## src/rtl/vertex_scheduler.sv

```systemverilog
`default_nettype none
// ============================================================================
// Module   : vertex_scheduler
// Brief    : Per-frame MVP sequencer: one camera matrix update, then every
//            active vertex fetched from ROM, transformed and written out.
// Revision : 1.0 - initial release
// ============================================================================
module vertex_scheduler #(
    parameter int N_VERT = 64,
    parameter int ADDR_W = 6
) (
    input  logic              clock,
    input  logic              resetn,
    input  logic              frame_start,
    input  logic [31:0]       cam_x,
    input  logic [31:0]       cam_y,
    input  logic [31:0]       cam_z,
    input  logic [ADDR_W:0]   vcount,
    output logic [ADDR_W-1:0] vrom_addr,
    input  logic [95:0]       vrom_data,
    output logic              mvp_start,
    output logic              mvp_update,
    output logic [31:0]       mvp_x,
    output logic [31:0]       mvp_y,
    output logic [31:0]       mvp_z,
    input  logic              mvp_done,
    input  logic [31:0]       mvp_ox,
    input  logic [31:0]       mvp_oy,
    input  logic [31:0]       mvp_oz,
    output logic              out_we,
    output logic [ADDR_W-1:0] out_addr,
    output logic [9:0]        out_x,
    output logic [8:0]        out_y,
    output logic              out_vis,
    output logic              busy,
    output logic              frame_done,
    output logic [7:0]        drop_cnt
);

    localparam logic [3:0] S_IDLE       = 4'd0;
    localparam logic [3:0] S_UPD_START  = 4'd1;
    localparam logic [3:0] S_UPD_WAIT   = 4'd2;
    localparam logic [3:0] S_FETCH      = 4'd3;
    localparam logic [3:0] S_FETCH_WAIT = 4'd4;
    localparam logic [3:0] S_XF_START   = 4'd5;
    localparam logic [3:0] S_XF_WAIT    = 4'd6;
    localparam logic [3:0] S_WRITE      = 4'd7;
    localparam logic [3:0] S_DONE       = 4'd8;

    localparam logic [ADDR_W:0]       c_NVERT   = (ADDR_W+1)'(N_VERT);
    localparam logic [ADDR_W:0]       c_CNT_ONE = (ADDR_W+1)'(1);
    localparam logic [ADDR_W-1:0]     c_IDX_ONE = ADDR_W'(1);
    localparam logic signed [31:0]    c_X_MAX   = 32'sd639;
    localparam logic signed [31:0]    c_Y_MAX   = 32'sd479;

    logic [3:0]        r_state;
    logic [ADDR_W-1:0] r_idx;
    logic [ADDR_W-1:0] r_vrom_addr;
    logic [ADDR_W:0]   r_count;
    logic              r_guard;
    logic [31:0]       r_mvp_x;
    logic [31:0]       r_mvp_y;
    logic [31:0]       r_mvp_z;
    logic [7:0]        r_drop;

    logic              w_busy;
    logic              w_write;
    logic              w_wait_exit;
    logic              w_last;
    logic              w_vis;
    logic [ADDR_W-1:0] w_idx_next;
    logic              w_unused;

    assign w_busy      = (r_state != S_IDLE);
    assign w_write     = (r_state == S_WRITE);
    // The datapath's done level is still high from its previous run in the
    // first WAIT cycle, so it only counts once the guard has dropped.
    assign w_wait_exit = mvp_done && !r_guard;
    assign w_last      = (({1'b0, r_idx} + c_CNT_ONE) == r_count);
    assign w_idx_next  = r_idx + c_IDX_ONE;
    assign w_vis       = ($signed(mvp_ox) >= 32'sd0) && ($signed(mvp_ox) <= c_X_MAX) &&
                         ($signed(mvp_oy) >= 32'sd0) && ($signed(mvp_oy) <= c_Y_MAX);
    assign w_unused    = ^mvp_oz;

    always_ff @(posedge clock) begin
        if (!resetn) begin
            r_state     <= S_IDLE;
            r_idx       <= '0;
            r_vrom_addr <= '0;
            r_count     <= '0;
            r_guard     <= 1'b0;
            r_mvp_x     <= '0;
            r_mvp_y     <= '0;
            r_mvp_z     <= '0;
            r_drop      <= '0;
        end else begin
            if (frame_start && w_busy && (r_drop != 8'hFF)) begin
                r_drop <= r_drop + 8'd1;
            end
            case (r_state)
                S_IDLE: begin
                    if (frame_start) begin
                        r_mvp_x <= cam_x;
                        r_mvp_y <= cam_y;
                        r_mvp_z <= cam_z;
                        r_count <= (vcount > c_NVERT) ? c_NVERT : vcount;
                        r_idx   <= '0;
                        r_state <= S_UPD_START;
                    end
                end
                S_UPD_START: begin
                    r_guard <= 1'b1;
                    r_state <= S_UPD_WAIT;
                end
                S_UPD_WAIT: begin
                    r_guard <= 1'b0;
                    if (w_wait_exit) begin
                        if (r_count == '0) begin
                            r_state <= S_DONE;
                        end else begin
                            r_vrom_addr <= r_idx;
                            r_state     <= S_FETCH;
                        end
                    end
                end
                S_FETCH: begin
                    r_state <= S_FETCH_WAIT;
                end
                S_FETCH_WAIT: begin
                    // Operand registers double as the vertex registers.
                    r_mvp_x <= vrom_data[95:64];
                    r_mvp_y <= vrom_data[63:32];
                    r_mvp_z <= vrom_data[31:0];
                    r_state <= S_XF_START;
                end
                S_XF_START: begin
                    r_guard <= 1'b1;
                    r_state <= S_XF_WAIT;
                end
                S_XF_WAIT: begin
                    r_guard <= 1'b0;
                    if (w_wait_exit) begin
                        r_state <= S_WRITE;
                    end
                end
                S_WRITE: begin
                    if (w_last) begin
                        r_state <= S_DONE;
                    end else begin
                        r_idx       <= w_idx_next;
                        r_vrom_addr <= w_idx_next;
                        r_state     <= S_FETCH;
                    end
                end
                S_DONE: begin
                    r_state <= S_IDLE;
                end
                default: begin
                    r_state <= S_IDLE;
                end
            endcase
        end
    end

    assign vrom_addr  = r_vrom_addr;
    assign mvp_start  = (r_state == S_UPD_START) || (r_state == S_XF_START);
    assign mvp_update = (r_state == S_UPD_START) || (r_state == S_UPD_WAIT);
    assign mvp_x      = r_mvp_x;
    assign mvp_y      = r_mvp_y;
    assign mvp_z      = r_mvp_z;
    assign out_we     = w_write;
    assign out_addr   = r_idx;
    assign out_vis    = w_write && w_vis;
    assign out_x      = (w_write && w_vis) ? mvp_ox[9:0] : 10'd0;
    assign out_y      = (w_write && w_vis) ? mvp_oy[8:0] : 9'd0;
    assign busy       = w_busy;
    assign frame_done = (r_state == S_DONE);
    assign drop_cnt   = r_drop;

endmodule
`default_nettype wire

```

## config.mk

```make
export PLATFORM = sky130hd
export DESIGN_NAME = vertex_scheduler
export DESIGN_NICKNAME = d
export VERILOG_FILES = /design/src/rtl/vertex_scheduler.sv
export SDC_FILE = /design/constraint.sdc
export NUM_CORES = 1
export LEC_CHECK = 0
export BUFFER_PORTS_ARGS = -buffer_cell sky130_fd_sc_hd__buf_4
export CAP_MARGIN = 20
export CORE_AREA = 3 3 168 170
export CTS_CLUSTER_SIZE = 16
export DETAILED_ROUTE_END_ITERATION = 8
export DIE_AREA = 0 0 171 173
export GPL_TIMING_DRIVEN = 0
export SLEW_MARGIN = 20
export SYNTH_ARGS = -nofsm -noshare
export SYNTH_HDL_FRONTEND = slang
export SYNTH_SLANG_ARGS = --single-unit
```

## constraint.sdc

```tcl
create_clock -name clock -period 2.1 [get_ports clock]
set_input_delay 0.105 -clock clock [delete_from_list [all_inputs] [get_ports clock]]
set_output_delay 0.105 -clock clock [all_outputs]
set_load 0.03 [all_outputs]
```

# After elaboration in Yosys (flattened, before gate mapping)
# Cells that the tools add are included.
# word_totals
register_bits,128
inputBits,299
out_inout_bits,141
wordCells,78
# op_classes
addsub,3
magnitude_cmp,5
eq_ne,15
mux,22
reduce_logical,24
# op_table
cell,n
32-bit one-hot mux with 2 select lines,3
32-bit 2-to-1 mux,3
"32-bit by 1-bit >= comparator with 1-bit output, second input constant",2
"32-bit by 10-bit <= comparator with 1-bit output, second input constant",1
"32-bit by 11-bit <= comparator with 1-bit output, second input constant",1
4-bit one-hot mux with 8 select lines,1
6-bit 2-to-1 mux,4
6-bit one-hot mux with 2 select lines,2
4-bit 2-to-1 mux,5
"4-bit by 3-bit equality test with 1-bit output, second input constant",4
10-bit 2-to-1 mux,1
"2-bit != test, second input constant",5
9-bit 2-to-1 mux,1
"8-bit by 1-bit adder with 8-bit output, second input constant",1
"4-bit by 2-bit equality test with 1-bit output, second input constant",2
"8-bit != test, second input constant",1
2-bit nonzero test,4
"6-bit by 1-bit adder with 7-bit output, second input constant",1
7-bit equality test,1
"7-bit > comparator, second input constant",1
1-bit logical AND,7
7-bit logical NOT,1
7-bit 2-to-1 mux,1
"6-bit by 1-bit adder with 6-bit output, second input constant",1
11 further kinds,15

# Logic depth before layout (Yosys ltp)
# depth
word_depth,6
ltp_mapped,9
mapped_depth_nobuf,7

# Worst setup path before layout
# No wires, ideal clock.
# synth_path
path_type,register to output
startpoint,reg r_state[3]
endpoint,out out_x[8]
t_arrival_ns,2.419
required_time_ns,1.995
slack_ns,-0.424
path_stages_with_launch,9
path_buffers,2
cell_sequence,dfxtp_1 > clkbuf_1 > nor2b_1 > nand3_1 > inv_2 > nand4_1 > nor4_1 > clkbuf_1 > and2_1
# synth_between
elab_chain_cells,3
# synth_lines
item,line,source
"start, declared",56,logic [3:0] r_state;
"start signal, assigned",87,r_state <= S_IDLE;
"start signal, assigned",108,r_state <= S_UPD_START;
"start signal, assigned",113,r_state <= S_UPD_WAIT;
4-bit by 3-bit equality test with 1-bit output,75,assign w_write = (r_state == S_WRITE);
net out_we,30,"output logic out_we,"
1-bit logical AND,n/a,
net out_vis,34,"output logic out_vis,"
10-bit 2-to-1 mux,174,assign out_x = (w_write && w_vis) ? mvp_ox[9:0] : 10'd0;
"end, declared",32,"output logic [9:0] out_x,"
# The timed path passes the listed nets, and every way through them passes these cells.

# Worst setup path after layout
# layout_path
startpoint,reg r_state[3]
endpoint,out out_x[6]
# layout_between
elab_chain_cells,3
# layout_lines
item,line
4-bit by 3-bit equality test with 1-bit output,75
1-bit logical AND,174
10-bit 2-to-1 mux,174
# No other way between the ends.

==> flow_metrics.env <==
export IMPL_synth_edf_count=0
export IMPL_vias_per_cell=4.71
export IMPL_dr_wl_met3_mm=2.04
export IMPL_worst_pin_slew_ns=0.692
export IMPL_combPwrFrac=0.383
export IMPL_via_count=7440
export IMPL_min_to="mvp_z[25]"
export IMPL_period_needed_ns=2.21
export IMPL_numPortBuffers=406
export IMPL_clkSinkCount=128
export IMPL_grt_pass1_vias=7688
export IMPL_final_common_cell="buf_4"
export IMPL_cellLeakagePower_nw=5.51
export IMPL_timing_final_ws_setup_ns=-0.106
export IMPL_coreArea_mm2=0.0269
export IMPL_hpwlAfterDp_mm=20.2
export IMPL_outcome="complete, but fails checks"
export IMPL_clk_latency_ns=0.41
export IMPL_end_kind="primary output"
export IMPL_clkSlewWorstSetupHoldPaths_ns=0.07
export IMPL_cp_num_buf_inv=3
export IMPL_syn_num_nets=987
export IMPL_io_pins=440
export IMPL_cp_max_fo=5
export IMPL_grtUsageTotal=0.176
export IMPL_gp_congestion=0.839
export IMPL_met1_length_mm=10.8
export IMPL_violations="setup timing"
export IMPL_initial_core_util=0.230
export IMPL_min_from="vrom_data[25]"
export IMPL_p_switching_mw=3.56
export IMPL_crit_chain="nor2b_4 -> nand3_4 -> clkinv_4 -> nand4_1 -> nor4_4 -> clkbuf_8 -> and2_4 -> buf_6"
export IMPL_max_cap_viol_count=0
export IMPL_final_layout_size_suffix_gt1_frac=0.437
export IMPL_worstSetupStartpointType="register"
export IMPL_postRouteAntennaNets=0
export IMPL_fin_skew_ns=0.0126
export IMPL_syn_avg_cell_area_um2=9.04
export IMPL_grt_pass1_wl_mm=41.7
export IMPL_hold_path_depth=3
export IMPL_pwr_share_clk=0.305
export IMPL_slowest_stage="nor4_4"
export IMPL_layout_common_cells="buf_4, dfxtp_1, nor2_1"
export IMPL_power_mw=9.86
export IMPL_drt_iter0_drc=265
export IMPL_min_period_over_period=1.05
export IMPL_r2r_cells=10
export IMPL_yosysSeqAreaShare=0.414
export IMPL_synth_top_area_share=0.414
export IMPL_grt_max_degree=17
export IMPL_fin_util=0.435
export IMPL_critPathRequiredTime_ns=2.00
export IMPL_rows=60
export IMPL_slew_violations=0
export IMPL_hold_viol_final=0
export IMPL_finalNonFillerCells=1581
export IMPL_h_tree_depth=4
export IMPL_r2r_start="r_state[3]"
export IMPL_die_area_mm2=0.0296
export IMPL_root_buffer="clkbuf_16"
export IMPL_yosys_area_top_type="dfxtp_1"
export IMPL_synthToLayoutAreaGrowth_pct=88.9
export IMPL_worst_r2r_setup_slack_ns=-0.10
export IMPL_synthCells=685
export IMPL_fillCellCount=2612
export IMPL_cp_arrival_ns=2.10
export IMPL_critPathKind="register to primary output"
export IMPL_overflow=0
export IMPL_synth_top_cells_by_area="dfxtp_1, mux2i_1, a211oi_1, nor2_1, clkbuf_1"
export IMPL_slew_headroom=0.539
export IMPL_dp_cells=1432
export IMPL_antenna_found_initial=1
export IMPL_max_stage_delay_ns=0.41
export IMPL_ys_types=44
export IMPL_power_frac_seq=0.312
export IMPL_firstDrtPassIters=5
export IMPL_rsz0062_at_grt="true"
export IMPL_top_layer="met4"
export IMPL_routed_wirelength_mm=27.3
export IMPL_wl_met2_mm=13.6
export IMPL_synthArstFlopShare=0
export IMPL_min_path_type="primary input to register"
export IMPL_cts_buffers=17
export IMPL_p_int_mw=6.30
export IMPL_setup_viol=28
export IMPL_ys_ff_latch=128
export IMPL_r2r_end="drop_cnt[2]"
export IMPL_wl_per_cell_um=17.3
export IMPL_swShare=0.361
export IMPL_fin_nets=1528
export IMPL_fmax_mhz=453
export IMPL_drc=0
export IMPL_cts_buffer_depth=2
export IMPL_cts_tree="done"
export IMPL_die_h_um=173
export IMPL_mappedNetlistArea_mm2=0.00619
export IMPL_critPathTopFamily="simple AND/OR/NAND/NOR gates"
export IMPL_synth_flop_cell="dfxtp_1"
export IMPL_dieWidth_um=171
export IMPL_power_density_mw_per_mm2=843
export IMPL_yosys_warnings=0
export IMPL_vdd_ir_drop_max_mv=0.439
## Yosys cell counts, types with 2 or more instances
| library cell | instances |
|---|---|
| or3_1 | 3 |
| a31oi_1 | 3 |
| o21ai_0 | 5 |
| and2_1 | 23 |
| o211ai_1 | 4 |
| inv_1 | 4 |
| a21o_1 | 4 |
| nor3b_1 | 7 |
| xor2_1 | 6 |
| or4_1 | 5 |
| nor2_1 | 120 |
| mux2i_1 | 103 |
| and3_1 | 2 |
| nor3_1 | 9 |
| ha_1 | 3 |
| nor4_1 | 11 |
| a211oi_1 | 97 |
| inv_2 | 3 |
| o21ai_1 | 3 |
| nand2_1 | 24 |
| a21oi_1 | 14 |
| nand3_1 | 11 |
| clkbuf_1 | 40 |
| nand4_1 | 6 |
| dfxtp_1 | 128 |
| nand2b_1 | 3 |
| buf_1 | 2 |
| buf_2 | 12 |
| xnor2_1 | 13 |
| o21a_1 | 3 |
## worst max path at each step
stage                            from      endpoint  slack (ns)  depth (start not counted)
after floorplan           out_addr[2]  vrom_addr[0]       -0.06                          7
after global placement     r_state[2]    r_count[6]       -0.58                          8
after detailed placement   r_state[2]    r_count[6]       -0.60                          8
after CTS                  r_state[3]      out_y[3]       -0.16                          8
after global routing       r_state[3]   drop_cnt[2]       -0.24                         10
final                      r_state[3]      out_x[6]       -0.11                          8
## metrics by stage
stage / worst slack [ns] / hold WS (ns) / instance area (um^2) / setup TNS, ns
after floorplan: -0.0638 / 0.249 / 6240 / -0.461
after global placement: -0.584 / 0.406 / 9720 / -49.77
after detailed placement: -0.600 / 0.411 / 9720 / -52.06
after CTS: -0.164 / 0.00428 / 11500 / -3.06
after global routing: -0.245 / 0.0159 / 11700 / -15.06
final: -0.106 / 0.0289 / 11700 / -2.18
## layout make-up
cell class / count / area (um^2) / area share
Tap cell: 341 / 427 / 0.0365
Multi-Input combinational cell: 496 / 3560 / 0.304
Inverter: 7 / 31.3 / 0.00267
Sequential cell: 128 / 2580 / 0.221
Buffer: 51 / 239 / 0.0204
Antenna cell: 1 / 2.50 / 0.000214
Timing Repair Buffer: 525 / 4280 / 0.365
Clock buffer: 18 / 429 / 0.0367
Clock inverter: 14 / 156 / 0.0134
## cells by family (layout without fill, tap and decap cells)
family,after synthesis,after routing,synth area share
flip-flops,128,128,0.414
other,0,1,0
AO/OA/AOI/OAI,140,140,0.169
AND/OR/NAND/NOR,231,231,0.179
multiplexers,103,103,0.166
XOR/XNOR,19,19,0.0269
adder cells (fa/ha/maj),3,3,0.00606
buffers and inverters,61,615,0.0394
## power groups by stage
stage	combinational, mW	clock (mW)	sequential (mW)
after floorplan	1.46	0	3.78
after global placement	3.55	0	3.10
after detailed placement	3.57	0	3.10
after CTS	3.77	3.07	3.07
after global routing	4.04	3.20	3.12
final	3.78	3.01	3.08
## state kept, by name (all words and copies together) (netlist names)
name       flops
out_addr       6
r_count        7
mvp_x         32
vrom_addr      6
r_state        4
drop_cnt       8
mvp_y         32
mvp_z         32
r_guard        1
## tightest hold or removal path, cell delays in order
cell and delay, ns:
buf_4 0.11, nor2_1 0.12, a211oi_1 0.06
## per-layer routing
metal	vias up	global-route usage
li1	3559	-
met2	338	0.307
met1	3485	0.203
met4	0	0.0694
met3	58	0.0476
met5	-	0
## repair_timing
action | CTS | global route
hold endpoints to repair | 93 | 1
buffers inserted | 16 | 7
hold buffers | 93 | 1
setup endpoints to repair | 136 | 134
pin swaps | 9 | 29
resized for setup | 57 | 45
gates cloned | 1 | 1
Note: power is estimated with default switching activity, not from simulation.
